==> config.mk <==
export PLATFORM = sky130hd
export DESIGN_NAME = uncrop_pad_flat
export DESIGN_NICKNAME = d
export VERILOG_FILES = /design/src/rtl/crop_pkg.sv /design/src/rtl/uncrop_pad_if.sv /design/src/rtl/uncrop_pad_coord.sv /design/src/rtl/uncrop_pad.sv /design/src/flat_wrapper.sv
export SDC_FILE = /design/constraint.sdc
export NUM_CORES = 1
export LEC_CHECK = 0
export ABC_AREA = 1
export CAP_MARGIN = 0
export CELL_PAD_IN_SITES_DETAIL_PLACEMENT = 0
export CELL_PAD_IN_SITES_GLOBAL_PLACEMENT = 1
export CORE_MARGIN = 3
export CORE_UTILIZATION = 39
export CTS_BUF_LIST = sky130_fd_sc_hd__clkbuf_2 sky130_fd_sc_hd__clkbuf_4 sky130_fd_sc_hd__clkbuf_8
export CTS_CLUSTER_DIAMETER = 60
export DETAILED_ROUTE_END_ITERATION = 8
export GPL_TIMING_DRIVEN = 0
export PLACE_DENSITY = 0.82
export SLEW_MARGIN = 20
export SYNTH_ARGS = -nofsm -noshare
export SYNTH_HDL_FRONTEND = slang
export SYNTH_SLANG_ARGS = --single-unit
==> constraint.sdc <==
create_clock -name clk -period 2.8 [get_ports clk]
set_input_delay 0.56 -clock clk [delete_from_list [all_inputs] [get_ports clk]]
set_output_delay 0.56 -clock clk [all_outputs]
set_load 0.01 [all_outputs]
==> src/rtl/crop_pkg.sv <==
`default_nettype none
// ============================================================================
//  Module      : crop_pkg
//  Description : Shared types and helpers for the crop / uncrop pixel paths.
//  Revision    : 1.0 - initial release
// ============================================================================
package crop_pkg;

    typedef enum logic [0:0] {
        ST_IDLE = 1'b0,
        ST_RUN  = 1'b1
    } state_t;

    localparam int FRAME_ROWS_DEF = 20;
    localparam int FRAME_COLS_DEF = 20;

    function automatic int coord_width(input int n);
        return (n > 1) ? $clog2(n) : 1;
    endfunction

    localparam int ROW_W_DEF = coord_width(FRAME_ROWS_DEF);
    localparam int COL_W_DEF = coord_width(FRAME_COLS_DEF);

    function automatic int unsigned clamp_coord(input int unsigned v, input int unsigned lim);
        return (v > lim) ? lim : v;
    endfunction

endpackage
`default_nettype wire

==> src/rtl/uncrop_pad_if.sv <==
`default_nettype none
// ============================================================================
//  Module      : uncrop_pad_if
//  Description : Pixel stream bundle (valid/ready, data, end-of-row, start-of-frame).
//  Revision    : 1.0 - initial release
// ============================================================================
interface uncrop_pad_if #(
    parameter int DW = 10
);
    logic          tvalid;
    logic          tready;
    logic [DW-1:0] tdata;
    logic          tlast;
    logic          tuser;

    modport master (output tvalid, tdata, tlast, tuser, input tready);
    modport slave  (input tvalid, tdata, tlast, tuser, output tready);
endinterface
`default_nettype wire

==> src/rtl/uncrop_pad_coord.sv <==
`default_nettype none
// ============================================================================
//  Module      : pixel_coord_counter
//  Description : Raster row/column counter with end-of-row and end-of-frame flags.
//  Revision    : 1.0 - initial release
// ============================================================================
module pixel_coord_counter #(
    parameter int ROWS  = 20,
    parameter int COLS  = 20,
    parameter int ROW_W = 5,
    parameter int COL_W = 5
) (
    input  wire logic             clk,
    input  wire logic             rst_n,
    input  wire logic             i_clear,
    input  wire logic             i_advance,
    output logic      [ROW_W-1:0] o_row,
    output logic      [COL_W-1:0] o_col,
    output logic                  o_eor,
    output logic                  o_eof
);
    logic [ROW_W-1:0] r_row;
    logic [COL_W-1:0] r_col;
    logic             w_eor;
    logic             w_eof;

    assign w_eor = (r_col == COL_W'(COLS - 1));
    assign w_eof = w_eor && (r_row == ROW_W'(ROWS - 1));

    always_ff @(posedge clk or negedge rst_n) begin
        if (!rst_n) begin
            r_row <= '0;
            r_col <= '0;
        end else if (i_clear) begin
            r_row <= '0;
            r_col <= '0;
        end else if (i_advance) begin
            if (w_eor) begin
                r_col <= '0;
                r_row <= w_eof ? '0 : r_row + 1'b1;
            end else begin
                r_col <= r_col + 1'b1;
            end
        end
    end

    assign o_row = r_row;
    assign o_col = r_col;
    assign o_eor = w_eor;
    assign o_eof = w_eof;
endmodule
`default_nettype wire

==> src/rtl/uncrop_pad.sv <==
`default_nettype none
// ============================================================================
//  Module      : uncrop_pad
//  Description : Re-embeds a streamed crop into a full raster frame, padding the rest.
//  Revision    : 1.0 - initial release
// ============================================================================
module uncrop_pad
    import crop_pkg::*;
#(
    parameter int PIXEL_BIT_WIDTH = 10,
    parameter int CROP_ROWS       = 10,
    parameter int CROP_COLS       = 10,
    parameter int FRAME_ROWS      = 20,
    parameter int FRAME_COLS      = 20,
    localparam int XW             = coord_width(FRAME_COLS),
    localparam int YW             = coord_width(FRAME_ROWS)
) (
    input  wire logic                       clk,
    input  wire logic                       s_axis_resetn,
    input  wire logic                       ap_start,
    output logic                            ap_ready,
    output logic                            ap_done,
    input  wire logic [XW-1:0]              crop_x0,
    input  wire logic [YW-1:0]              crop_y0,
    input  wire logic [PIXEL_BIT_WIDTH-1:0] pad_value,
    uncrop_pad_if.slave                     s_axis,
    uncrop_pad_if.master                    m_axis
);
    state_t                     r_state;
    state_t                     w_state_nxt;
    logic [XW-1:0]              r_x0;
    logic [YW-1:0]              r_y0;
    logic [PIXEL_BIT_WIDTH-1:0] r_pad;
    logic                       r_all_loaded;
    logic                       r_tvalid;
    logic [PIXEL_BIT_WIDTH-1:0] r_tdata;
    logic                       r_tlast;
    logic                       r_tuser;

    logic [YW-1:0] w_row;
    logic [XW-1:0] w_col;
    logic          w_eor, w_eof;
    logic          w_start, w_final, w_slot, w_inside, w_load;
    logic [XW:0]   w_col_e, w_x_lo, w_x_hi;
    logic [YW:0]   w_row_e, w_y_lo, w_y_hi;
    logic          w_unused_sideband;

    assign w_unused_sideband = s_axis.tlast ^ s_axis.tuser;

    always_ff @(posedge clk or negedge s_axis_resetn) begin
        if (!s_axis_resetn) r_state <= ST_IDLE;
        else                r_state <= w_state_nxt;
    end

    always_comb begin
        w_state_nxt = r_state;
        w_start     = 1'b0;
        w_final     = 1'b0;
        case (r_state)
            ST_IDLE: if (ap_start) begin
                w_start     = 1'b1;
                w_state_nxt = ST_RUN;
            end
            ST_RUN: if (r_all_loaded && r_tvalid && m_axis.tready) begin
                w_final     = 1'b1;
                w_state_nxt = ST_IDLE;
            end
            default: w_state_nxt = ST_IDLE;
        endcase
    end

    assign ap_ready = (r_state == ST_IDLE) || w_final;
    assign ap_done  = w_final;

    // Window bounds are one bit wider so x0+CROP_COLS never wraps.
    assign w_col_e  = {1'b0, w_col};
    assign w_x_lo   = {1'b0, r_x0};
    assign w_x_hi   = w_x_lo + (XW+1)'(CROP_COLS);
    assign w_row_e  = {1'b0, w_row};
    assign w_y_lo   = {1'b0, r_y0};
    assign w_y_hi   = w_y_lo + (YW+1)'(CROP_ROWS);
    assign w_inside = (w_row_e >= w_y_lo) && (w_row_e < w_y_hi) &&
                      (w_col_e >= w_x_lo) && (w_col_e < w_x_hi);

    assign w_slot        = (r_state == ST_RUN) && !r_all_loaded && (!r_tvalid || m_axis.tready);
    assign w_load        = w_slot && (!w_inside || s_axis.tvalid);
    assign s_axis.tready = w_slot && w_inside;

    always_ff @(posedge clk or negedge s_axis_resetn) begin
        if (!s_axis_resetn) begin
            r_x0         <= '0;
            r_y0         <= '0;
            r_pad        <= '0;
            r_all_loaded <= 1'b0;
        end else if (w_start) begin
            r_x0         <= XW'(clamp_coord(32'(crop_x0), FRAME_COLS - CROP_COLS));
            r_y0         <= YW'(clamp_coord(32'(crop_y0), FRAME_ROWS - CROP_ROWS));
            r_pad        <= pad_value;
            r_all_loaded <= 1'b0;
        end else if (w_load && w_eof) begin
            r_all_loaded <= 1'b1;
        end
    end

    always_ff @(posedge clk or negedge s_axis_resetn) begin
        if (!s_axis_resetn) begin
            r_tvalid <= 1'b0;
            r_tdata  <= '0;
            r_tlast  <= 1'b0;
            r_tuser  <= 1'b0;
        end else if (w_load) begin
            r_tvalid <= 1'b1;
            r_tdata  <= w_inside ? s_axis.tdata : r_pad;
            r_tlast  <= w_eor;
            r_tuser  <= (w_row == '0) && (w_col == '0);
        end else if (m_axis.tready) begin
            r_tvalid <= 1'b0;
        end
    end

    assign m_axis.tvalid = r_tvalid;
    assign m_axis.tdata  = r_tdata;
    assign m_axis.tlast  = r_tlast;
    assign m_axis.tuser  = r_tuser;

    pixel_coord_counter #(
        .ROWS  (FRAME_ROWS),
        .COLS  (FRAME_COLS),
        .ROW_W (YW),
        .COL_W (XW)
    ) u_coord (
        .clk       (clk),
        .rst_n     (s_axis_resetn),
        .i_clear   (w_start),
        .i_advance (w_load),
        .o_row     (w_row),
        .o_col     (w_col),
        .o_eor     (w_eor),
        .o_eof     (w_eof)
    );
endmodule
`default_nettype wire

==> src/flat_wrapper.sv <==
// flat-port wrapper written by rule: the top's interface ports become plain ports
module uncrop_pad_flat import crop_pkg::*;
#(
    parameter int PIXEL_BIT_WIDTH = 10,
    parameter int CROP_ROWS       = 10,
    parameter int CROP_COLS       = 10,
    parameter int FRAME_ROWS      = 20,
    parameter int FRAME_COLS      = 20,
    localparam int XW             = coord_width(FRAME_COLS),
    localparam int YW             = coord_width(FRAME_ROWS)
)
  (clk, s_axis_resetn, ap_start, ap_ready, ap_done, crop_x0, crop_y0, pad_value, s_axis_tvalid, s_axis_tdata, s_axis_tlast, s_axis_tuser, s_axis_tready, m_axis_tvalid, m_axis_tdata, m_axis_tlast, m_axis_tuser, m_axis_tready);
  uncrop_pad_if #(.DW((10))) s_axis_i ();
  uncrop_pad_if #(.DW((10))) m_axis_i ();
  input  wire logic clk;
  input  wire logic s_axis_resetn;
  input  wire logic ap_start;
  output logic ap_ready;
  output logic ap_done;
  input  wire logic [XW-1:0] crop_x0;
  input  wire logic [YW-1:0] crop_y0;
  input  wire logic [PIXEL_BIT_WIDTH-1:0] pad_value;
  input wire logic [$bits(s_axis_i.tvalid)-1:0] s_axis_tvalid;
  input wire logic [$bits(s_axis_i.tdata)-1:0] s_axis_tdata;
  input wire logic [$bits(s_axis_i.tlast)-1:0] s_axis_tlast;
  input wire logic [$bits(s_axis_i.tuser)-1:0] s_axis_tuser;
  output wire logic [$bits(s_axis_i.tready)-1:0] s_axis_tready;
  output wire logic [$bits(m_axis_i.tvalid)-1:0] m_axis_tvalid;
  output wire logic [$bits(m_axis_i.tdata)-1:0] m_axis_tdata;
  output wire logic [$bits(m_axis_i.tlast)-1:0] m_axis_tlast;
  output wire logic [$bits(m_axis_i.tuser)-1:0] m_axis_tuser;
  input wire logic [$bits(m_axis_i.tready)-1:0] m_axis_tready;
  assign s_axis_i.tvalid = s_axis_tvalid;
  assign s_axis_i.tdata = s_axis_tdata;
  assign s_axis_i.tlast = s_axis_tlast;
  assign s_axis_i.tuser = s_axis_tuser;
  assign s_axis_tready = s_axis_i.tready;
  assign m_axis_tvalid = m_axis_i.tvalid;
  assign m_axis_tdata = m_axis_i.tdata;
  assign m_axis_tlast = m_axis_i.tlast;
  assign m_axis_tuser = m_axis_i.tuser;
  assign m_axis_i.tready = m_axis_tready;
  uncrop_pad #(.PIXEL_BIT_WIDTH(PIXEL_BIT_WIDTH), .CROP_ROWS(CROP_ROWS), .CROP_COLS(CROP_COLS), .FRAME_ROWS(FRAME_ROWS), .FRAME_COLS(FRAME_COLS)) u_core (.clk(clk), .s_axis_resetn(s_axis_resetn), .ap_start(ap_start), .ap_ready(ap_ready), .ap_done(ap_done), .crop_x0(crop_x0), .crop_y0(crop_y0), .pad_value(pad_value), .s_axis(s_axis_i), .m_axis(m_axis_i));
endmodule
=== After elaboration in Yosys (flattened, before gate mapping) ===
Cells that the tools add are included.

* Memory bits (read-only): 0
* Input port bits: 37
* Word-level logic and storage cells: 69
* Memories: 0
* Bits in latches: 0
* RAM bits: 0
* Output and inout bits: 16
* Flip-flop bits (word level): 45

* Equal/unequal tests: 2
* Divide/modulo/power cells: 0
* Reduce and logical (&&, ||, !) cells: 25
* Multiply operators: 0
* Bitwise gates (word level): 1
* Mux-type cells: 20
* Magnitude comparators: 6
* $add $sub $neg: 4
* Shift-type cells: 0

{| class="wikitable"
|+ Operators by type and width
! cell !! count
|-
| 2-to-1 mux 5 bit || 9
|-
| adder 5 x 4 -> 6 bit, second input constant || 2
|-
| logical AND 1 bit || 12
|-
| < comparator 5 x 6 -> 1 bit || 2
|-
| adder 5 x 1 -> 5 bit, second input constant || 2
|-
| == test 5 bit, second input constant || 2
|-
| >= comparator 5 bit || 2
|-
| > comparator 5 x 4 -> 1 bit, second input constant || 2
|-
| logical NOT 5 bit || 2
|-
| 2-to-1 mux 10 bit || 1
|-
| 2-to-1 mux 1 bit || 9
|-
| nonzero test 2 bit || 4
|-
| logical NOT 1 bit || 3
|-
| logical OR 1 bit || 3
|-
| one-hot mux 1 bit (2 select lines) || 1
|-
| AND reduction 2 bit || 1
|-
| NOT 1 bit || 1
|}

=== Depth between registers and ports, before layout ===
Gate-level depths: netlist of run 1.

* Depth in word-level cells: 11
* Depth in mapped cells: 16
* Gate-level depth less buffers: 16

=== Hierarchy ===
From an unflattened synthesis of run 1, not the netlist that was laid out.

* Cell total of the unflattened synthesis: 348
* Area total of the unflattened synthesis: 2651.3 µm²

{| class="wikitable"
|+ By module, submodules not included
! module !! times used !! cells each !! area an instance (µm²) !! seq. area each (µm²)
|-
| uncrop_pad || 1 || 281 || 2102.0 || 875.8
|-
| pixel_coord_counter || 1 || 67 || 549.3 || 250.2
|}

=== Worst setup path after synthesis of run 1 ===
OpenSTA, ideal clock, no wires.

* Path kind: register to output
* Start: reg u_core.r_y0[1]
* End: out s_axis_tready
* Arrival: 2.005 ns
* Required time: 2.240 ns
* Slack: 0.235 ns
* Stages on the path, launching flop included: 12
* Path buffers: 1
* Cells stage by stage: dfrtp_1 > ha_1 > xor2_1 > ha_1 > a21oi_1 > nand2_1 > nand2_1 > nand2_1 > nor2_2 > nand2_1 > buf_2 > nor4_1

* Longest elaborated chain between the ends: 6
* Elaborated cells between the ends (all ways): 7
* Classes of those cells: add/sub (1); order compare (2); reduce/logical (4)

{| class="wikitable"
|+ RTL lines
! item !! line !! source
|-
| start: declaration || uncrop_pad.sv:32 || <nowiki>logic [YW-1:0] r_y0;</nowiki>
|-
| start signal: assignment || uncrop_pad.sv:97 || <nowiki>r_y0 <= YW'(clamp_coord(32'(crop_y0), FRAME_ROWS - CROP_ROWS));</nowiki>
|-
| adder 5 x 4 -> 6 bit || uncrop_pad.sv:81 || <nowiki>assign w_y_hi = w_y_lo + (YW+1)'(CROP_ROWS);</nowiki>
|-
| < comparator 5 x 6 -> 1 bit || uncrop_pad.sv:82 || <nowiki>assign w_inside = (w_row_e >= w_y_lo) && (w_row_e < w_y_hi) &&</nowiki>
|-
| logical AND 1 bit * (2 in a row) || uncrop_pad.sv:82 ||
|-
| logical AND 1 bit * || uncrop_pad.sv:83 || <nowiki>(w_col_e >= w_x_lo) && (w_col_e < w_x_hi);</nowiki>
|-
| logical AND 1 bit * || uncrop_pad.sv:87 || <nowiki>assign s_axis.tready = w_slot && w_inside;</nowiki>
|-
| end: declaration || flat_wrapper.sv:27 || <nowiki>output wire logic [$bits(s_axis_i.tready)-1:0] s_axis_tready;</nowiki>
|}

Every way passes the cells marked *; elsewhere a longest branch is shown, timed or not.

=== Worst setup path after layout of run 1 ===
* Start: reg u_core.r_x0[2]
* End: out s_axis_tready

* Longest elaborated chain between the ends: 4
* Elaborated cells between the ends (all ways): 6
* Classes of those cells: add/sub (1); order compare (2); reduce/logical (3)

{| class="wikitable"
|+ RTL lines
! item !! line !! source
|-
| start: declaration || uncrop_pad.sv:31 || <nowiki>logic [XW-1:0] r_x0;</nowiki>
|-
| start signal: assignment || uncrop_pad.sv:96 || <nowiki>r_x0 <= XW'(clamp_coord(32'(crop_x0), FRAME_COLS - CROP_COLS));</nowiki>
|-
| adder 5 x 4 -> 6 bit / >= comparator 5 bit (equally long branches) || uncrop_pad.sv:78, uncrop_pad.sv:83 ||
|-
| < comparator 5 x 6 -> 1 bit / logical AND 1 bit (equally long branches) || uncrop_pad.sv:83, uncrop_pad.sv:82 ||
|-
| logical AND 1 bit * || uncrop_pad.sv:83 ||
|-
| logical AND 1 bit * || uncrop_pad.sv:87 ||
|}

Marks and branches as above.

==> impl_metrics.ini, run 1 <==
[pwr]
total_power_w = 0.00381
pwr_density_cell_nw_per_um2 = 1090
p_leak_nw = 1.86
vdd_ir_max_mv = 0.426

[outcome]
run_status = complete, but fails checks
violations = setup timing

[floorplan]
dieWidth_um = 88.9
i_o_pin_total = 53
initial_utilization_pct = 41.2
die_h_um = 88.9
overall_die_area_um2 = 7900
fp.coreArea_um2 = 6490
placement_rows = 29

[global_routing]
grt_antenna_before_repair = 0
grt_util_all_layers_pct = 18.2
grt_pass1_vias = 2180
pin_count_of_the_biggest_net_entering_global_routing = 27
global_route_wire_length_before_repair_mm = 10.9
grt.overflow.total = 0

[timing]
finalWorstPathRequiredPeriod_ns = 2.89
final_hold_viol_count = 0
slew_headroom_pct = 65.2
fmaxAchievable_mhz = 347
fin_skew_ns = 0.00980
final.setup.worst_slack_ns = -0.0859
setup_viol = 1
rsz0062_at_grt = true
final.period_utilization_pct = 103
worst_slew_pin_slew_ns = 0.521
report.final.slew_viol_count = 0

[synthesis]
most_common_cell_in_the_synthesized_netlist = sky130_fd_sc_hd__nand2_1
synth_cell_types = 28
synth_seq_cells = 45
synth_top_cell_by_area = sky130_fd_sc_hd__dfrtp_1
total_nets_after_synthesis = 410
synth_top_cells_by_area = sky130_fd_sc_hd__dfrtp_1 (42%), sky130_fd_sc_hd__nand2_1 (19%), sky130_fd_sc_hd__ha_1 (11%)
async_reset_ff_share_pct = 100
avgSynthCellArea_um2 = 7.67
postSynth.topFlopCell = sky130_fd_sc_hd__dfrtp_1
synth_cells = 349
post_synthesis_sequential_area_ratio_pct = 42.1
synthTopCellsByCount = sky130_fd_sc_hd__nand2_1 (135), sky130_fd_sc_hd__dfrtp_1 (45), sky130_fd_sc_hd__inv_1 (33), sky130_fd_sc_hd__nand3_1 (28), sky130_fd_sc_hd__ha_1 (24)
synth_enable_flop_cells = 0
yosys_warnings = 0
post-synth-top-area-fraction_pct = 42.1
syn_area_um2 = 2680

[clock_tree]
cts_inserted_buffers = 5
tritoncts_num_sinks = 45
tritoncts = built
cts.hold.buffers_added = 0
clock_path_buffers = 2
cts.reportedPaths.clkPinSlew_ns = 0.09
clock_latency_of_the_later_clocked_register_in_the_worst_skew_pair_ns = 0.31
htree_num_levels = 2
root_buffer = sky130_fd_sc_hd__clkbuf_8

[placement]
gp_congestion = 0.804
io_buffer_count = 50
hpwl_after_dpl_mm = 4.93
detailed_place.area_um2 = 3290
placed_insts = 477

[final_layout]
fin_nets = 476
n_antenna_cell = 0
syn2layout_area_growth_pct = 30.8
postLayoutCellArea_um2 = 3500
drive_above_1_share_pct = 9.62
post-route-util_pct = 53.9
fill_cells = 642
layoutNonFillerInstCount = 493

[hold_path]
min_path_type = in2async

[critical_path]
worst_ep_arrival_time_ns = 2.33
path_class = reg2out
worstSetupStartpointType = flop
crit_path_end_kind = primary output
path_cells = ha_2, xor2_1, ha_1, nand2_1, o21bai_4, a21oi_1, nor2_2, nand2_2, buf_6, nor4_4, buf_2
cp_data_required_time_ns = 2.24
critical_path.max_stage_delay_ns = 0.42
crit_path_max_fanout = 2
critPathSlowestCell = sky130_fd_sc_hd__dfrtp_1

[detailed_routing]
initialDrtViolationCount = 101
routed-via-count = 2388
postRouteWirelength_mm = 6.69
antenna_violating_nets_remaining = 0
number_of_iterations_in_the_first_detailed_routing_pass = 4
post_drt_via_cell_ratio = 4.84
routed_wire_length_per_instance_um = 13.6
drc = 0

[run]
timing.max_cap.violations = 0
## critical path, delay by kind of cell (launching register included)
kind	cells	cell delay, ns
adder cells (fa/ha/maj)	2	0.52
buffers and inverters	2	0.30
AND/OR/NAND/NOR	4	0.44
flip-flops	1	0.42
AO/OA/AOI/OAI	2	0.19
XOR/XNOR	1	0.14
## cell families after synthesis
logic type	count (synthesis)	share of synthesized area [%]
AO/OA/AOI/OAI	30	6.82
XOR/XNOR	10	3.27
adder cells (fa/ha/maj)	24	11.2
buffers and inverters	44	6.68
flip-flops	45	42.1
AND/OR/NAND/NOR	196	30.0
## cells in the final DEF, fill, tap and decap left out, types with 2 or more instances in the layout
cell type and count:
sky130_fd_sc_hd__nand2_1 134, sky130_fd_sc_hd__clkdlybuf4s50_1 48, sky130_fd_sc_hd__dfrtp_1 45, sky130_fd_sc_hd__inv_1 33, sky130_fd_sc_hd__nand3_1 28, sky130_fd_sc_hd__nor2_1 23
sky130_fd_sc_hd__ha_1 22, sky130_fd_sc_hd__o21ai_0 11, sky130_fd_sc_hd__xor2_1 9, sky130_fd_sc_hd__a21oi_1 8, sky130_fd_sc_hd__buf_4 8, sky130_fd_sc_hd__buf_2 6
sky130_fd_sc_hd__clkbuf_8 5, sky130_fd_sc_hd__clkbuf_1 4, sky130_fd_sc_hd__nor3_1 3, sky130_fd_sc_hd__o21ai_2 3, sky130_fd_sc_hd__a21oi_2 2, sky130_fd_sc_hd__nand2_2 2
sky130_fd_sc_hd__buf_6 2, sky130_fd_sc_hd__a211o_1 2, sky130_fd_sc_hd__a22oi_1 2, sky130_fd_sc_hd__ha_2 2
## layer usage
metal  up-vias  GRT usage (%)  wire length [um]  part of all wire (%)
met3         7           3.07               297                   4.4
li1       1236              -                 -                     -
met4         0           5.36                93                   1.4
met2        49           26.1              2960                    44
met5         -              0                 0                     0
met1      1096           27.7              3340                    50
## flip-flops by register name, indices dropped and copies added, names as in the netlist
register	cells
u_core.m_axis.tuser	1
u_core.m_axis.tvalid	1
u_core.m_axis.tdata	10
u_core.m_axis.tlast	1
u_core.r_state	1
u_core.r_y0	5
u_core.r_x0	5
u_core.r_all_loaded	1
u_core.r_pad	10
u_core.u_coord.o_col	5
u_core.u_coord.o_row	5
## repair_timing
action,CTS,global route
buffers inserted,7,1
gates resized for setup,11,3
pin swaps,2,4
endpoints found under the setup margin,1,1
## report_power, final
| group | internal [W] | switching, W | leakage (nW) |
|---|---|---|---|
| combinational | 0.000945 | 0.00121 | 1.24 |
| clock | 0.000278 | 0.000235 | 0.0588 |
| sequential | 0.000914 | 0.000227 | 0.566 |
## through the flow
stage / hold slack, ns / setup WS (ns) / setup TNS [ns]
after floorplan: 0.264 / 0.235 / 0
after global placement: 0.462 / -0.364 / -7.78
after detailed placement: 0.465 / -0.349 / -0.349
after CTS: 0.209 / -0.0508 / -0.0508
after global routing: 0.237 / -0.203 / -0.203
final: 0.201 / -0.0859 / -0.0859
## final timing paths
path,startpoint,to,slack (ns),cells after the start
worst max-delay path,u_core.r_x0[2],s_axis_tready,-0.09,11
worst min-delay path,s_axis_resetn,u_core.r_pad[9],0.20,1
worst max register to register,u_core.r_x0[2],u_core.u_coord.o_col[1],0.24,14
worst min register to register,u_core.m_axis.tdata[0],u_core.m_axis.tdata[0],0.48,2
max in group asynchronous,s_axis_resetn,u_core.u_coord.o_row[3],2.10,2
min in group clk,u_core.m_axis.tdata[0],u_core.m_axis.tdata[0],0.48,2
## layout make-up
type / count / area, um2 / share of cell area [%]
repair buffers: 59 / 571 / 16.3
plain buffers: 10 / 57.6 / 1.64
clock inverters: 2 / 38.8 / 1.11
flip-flops and latches: 45 / 1130 / 32.1
inverters: 34 / 128 / 3.64
clock buffers: 6 / 76.3 / 2.18
well taps: 77 / 96.3 / 2.75
multi-input cells: 260 / 1410 / 40.2
(Power assumes the default switching activity.)
==> run 2: changes to the inputs <==
Settings changed: CORE_ASPECT_RATIO from default to 0.8.
==> impl_metrics.ini, run 2 (same netlist as run 1, synthesis figures left out) <==
[detailed_routing]
postRouteWirelength_mm = 6.59
antenna_violating_nets_remaining = 0
number_of_iterations_in_the_first_detailed_routing_pass = 4
drc = 0
post_drt_via_cell_ratio = 4.72
initialDrtViolationCount = 123
routed_wire_length_per_instance_um = 13.3
routed-via-count = 2343

[outcome]
violations = setup timing
run_status = complete, but fails checks

[clock_tree]
root_buffer = sky130_fd_sc_hd__clkbuf_8
tritoncts = built
clock_path_buffers = 2
tritoncts_num_sinks = 45
cts_inserted_buffers = 5
cts.reportedPaths.clkPinSlew_ns = 0.09
htree_num_levels = 2
cts.hold.buffers_added = 0
clock_latency_of_the_later_clocked_register_in_the_worst_skew_pair_ns = 0.30

[timing]
setup_viol = 1
worst_slew_pin_slew_ns = 0.552
fin_skew_ns = 0.00753
final.setup.worst_slack_ns = -0.126
fmaxAchievable_mhz = 342
final.period_utilization_pct = 105
report.final.slew_viol_count = 0
slew_headroom_pct = 63.2
rsz0062_at_grt = true
final_hold_viol_count = 0
finalWorstPathRequiredPeriod_ns = 2.93

[critical_path]
crit_path_end_kind = primary output
path_cells = ha_1, xor2_1, ha_1, nand2_1, o21bai_1, a21oi_1, nor2_2, nand2_2, buf_6, nor4_4, buf_2
crit_path_max_fanout = 10
worst_ep_arrival_time_ns = 2.37
cp_num_buf_inv = 2
critical_path.max_stage_delay_ns = 0.40
worstSetupStartpointType = flop
timing.critical_path.mode_cell = sky130_fd_sc_hd__ha_1
path_class = reg2out
kind_of_cell_adding_the_most_delay_to_the_critical_path = adder cells
cp_data_required_time_ns = 2.24
critPathSlowestCell = sky130_fd_sc_hd__dfrtp_1

[final_layout]
layoutNonFillerInstCount = 496
most_frequent_cells_in_the_layout = sky130_fd_sc_hd__nand2_1 (134), sky130_fd_sc_hd__clkdlybuf4s50_1 (48), sky130_fd_sc_hd__dfrtp_1 (45), sky130_fd_sc_hd__inv_1 (33), sky130_fd_sc_hd__nand3_1 (28)
syn2layout_area_growth_pct = 29.7
fin_nets = 472
fill_cells = 633
post-route-util_pct = 53.4
mostFrequentLayoutCell = sky130_fd_sc_hd__nand2_1
drive_above_1_share_pct = 8.25
n_antenna_cell = 0

[floorplan]
fp.coreArea_um2 = 6510
initial_utilization_pct = 41.2
i_o_pin_total = 53
dieWidth_um = 98.6
die_h_um = 80.1
placement_rows = 26
overall_die_area_um2 = 7900

[placement]
gp_congestion = 0.823
placed_insts = 484
hpwl_after_dpl_mm = 4.94
io_buffer_count = 50

[global_routing]
grt.overflow.total = 0
grt_pass1_vias = 2175
grt_util_all_layers_pct = 17.8
global_route_wire_length_before_repair_mm = 11.1
grt_antenna_before_repair = 0
pin_count_of_the_biggest_net_entering_global_routing = 30

[hold_path]
min_path_type = in2async

[pwr]
vdd_ir_max_mv = 0.434
pwr_density_cell_nw_per_um2 = 1070
p_leak_nw = 1.85

[run]
timing.max_cap.violations = 0
## run 2: cell types whose count changed in the layout (fill, tap and decap cells not counted), sizes merged
cell	before	now
clkinvlp	0	1
clkinv	1	0
buf	17	13
## run 2: final timing paths
path / startpoint / to / slack, ns / cells after the start
worst min-delay path: s_axis_resetn / u_core.u_coord.o_row[4] / 0.19 / 1
worst max-delay path: u_core.r_x0[1] / s_axis_tready / -0.13 / 11
worst max register to register: u_core.r_x0[1] / u_core.u_coord.o_col[4] / 0.33 / 13
min in group clk: u_core.r_pad[6] / u_core.r_pad[6] / 0.48 / 2
worst min register to register: u_core.r_pad[6] / u_core.r_pad[6] / 0.48 / 2
max in group asynchronous: s_axis_resetn / u_core.m_axis.tdata[9] / 2.13 / 2
## run 2: where the power goes
part	internal (W)	leakage (nW)	switching [W]
logic	0.000876	1.22	0.00119
registers	0.000914	0.566	0.000224
clock network	0.000290	0.0574	0.000231
## run 2: area by class of cell
class | instances | area, um2 | share of cell area (%)
clock buffer | 6 | 82.6 | 2.38
inverter | 34 | 128 | 3.67
sequential | 45 | 1130 | 32.4
clock inverter | 2 | 37.5 | 1.08
timing repair buffer | 55 | 541 | 15.6
tap | 84 | 105 | 3.03
multi-input combinational | 260 | 1400 | 40.2
buffer | 10 | 57.6 | 1.66
## run 2: repair_timing
action                     CTS  global route
resized for setup           10             1
pin swaps                    2             1
setup endpoints to repair    1             1
buffers inserted             3             1
## run 2: stage by stage
stage | setup TNS [ns] | hold slack (ns) | setup WS, ns | instance area, um2 | total power (W)
after detailed placement | -0.382 | 0.464 | -0.382 | 3300 | 0.00311
after CTS | -0.120 | 0.190 | -0.120 | 3460 | 0.00372
after floorplan | 0 | 0.264 | 0.235 | 2680 | 0.00246
final | -0.126 | 0.186 | -0.126 | 3470 | 0.00373
after global placement | -10.14 | 0.461 | -0.427 | 3280 | 0.00307
after global routing | -0.285 | 0.195 | -0.285 | 3470 | 0.00411
## run 2: layer usage
layer,vias up,routed length (um),track usage (%)
met5,-,0,0
met4,0,62,3.68
met3,4,227,4.17
met2,46,2830,24.4
met1,1063,3470,27.9
li1,1230,-,-
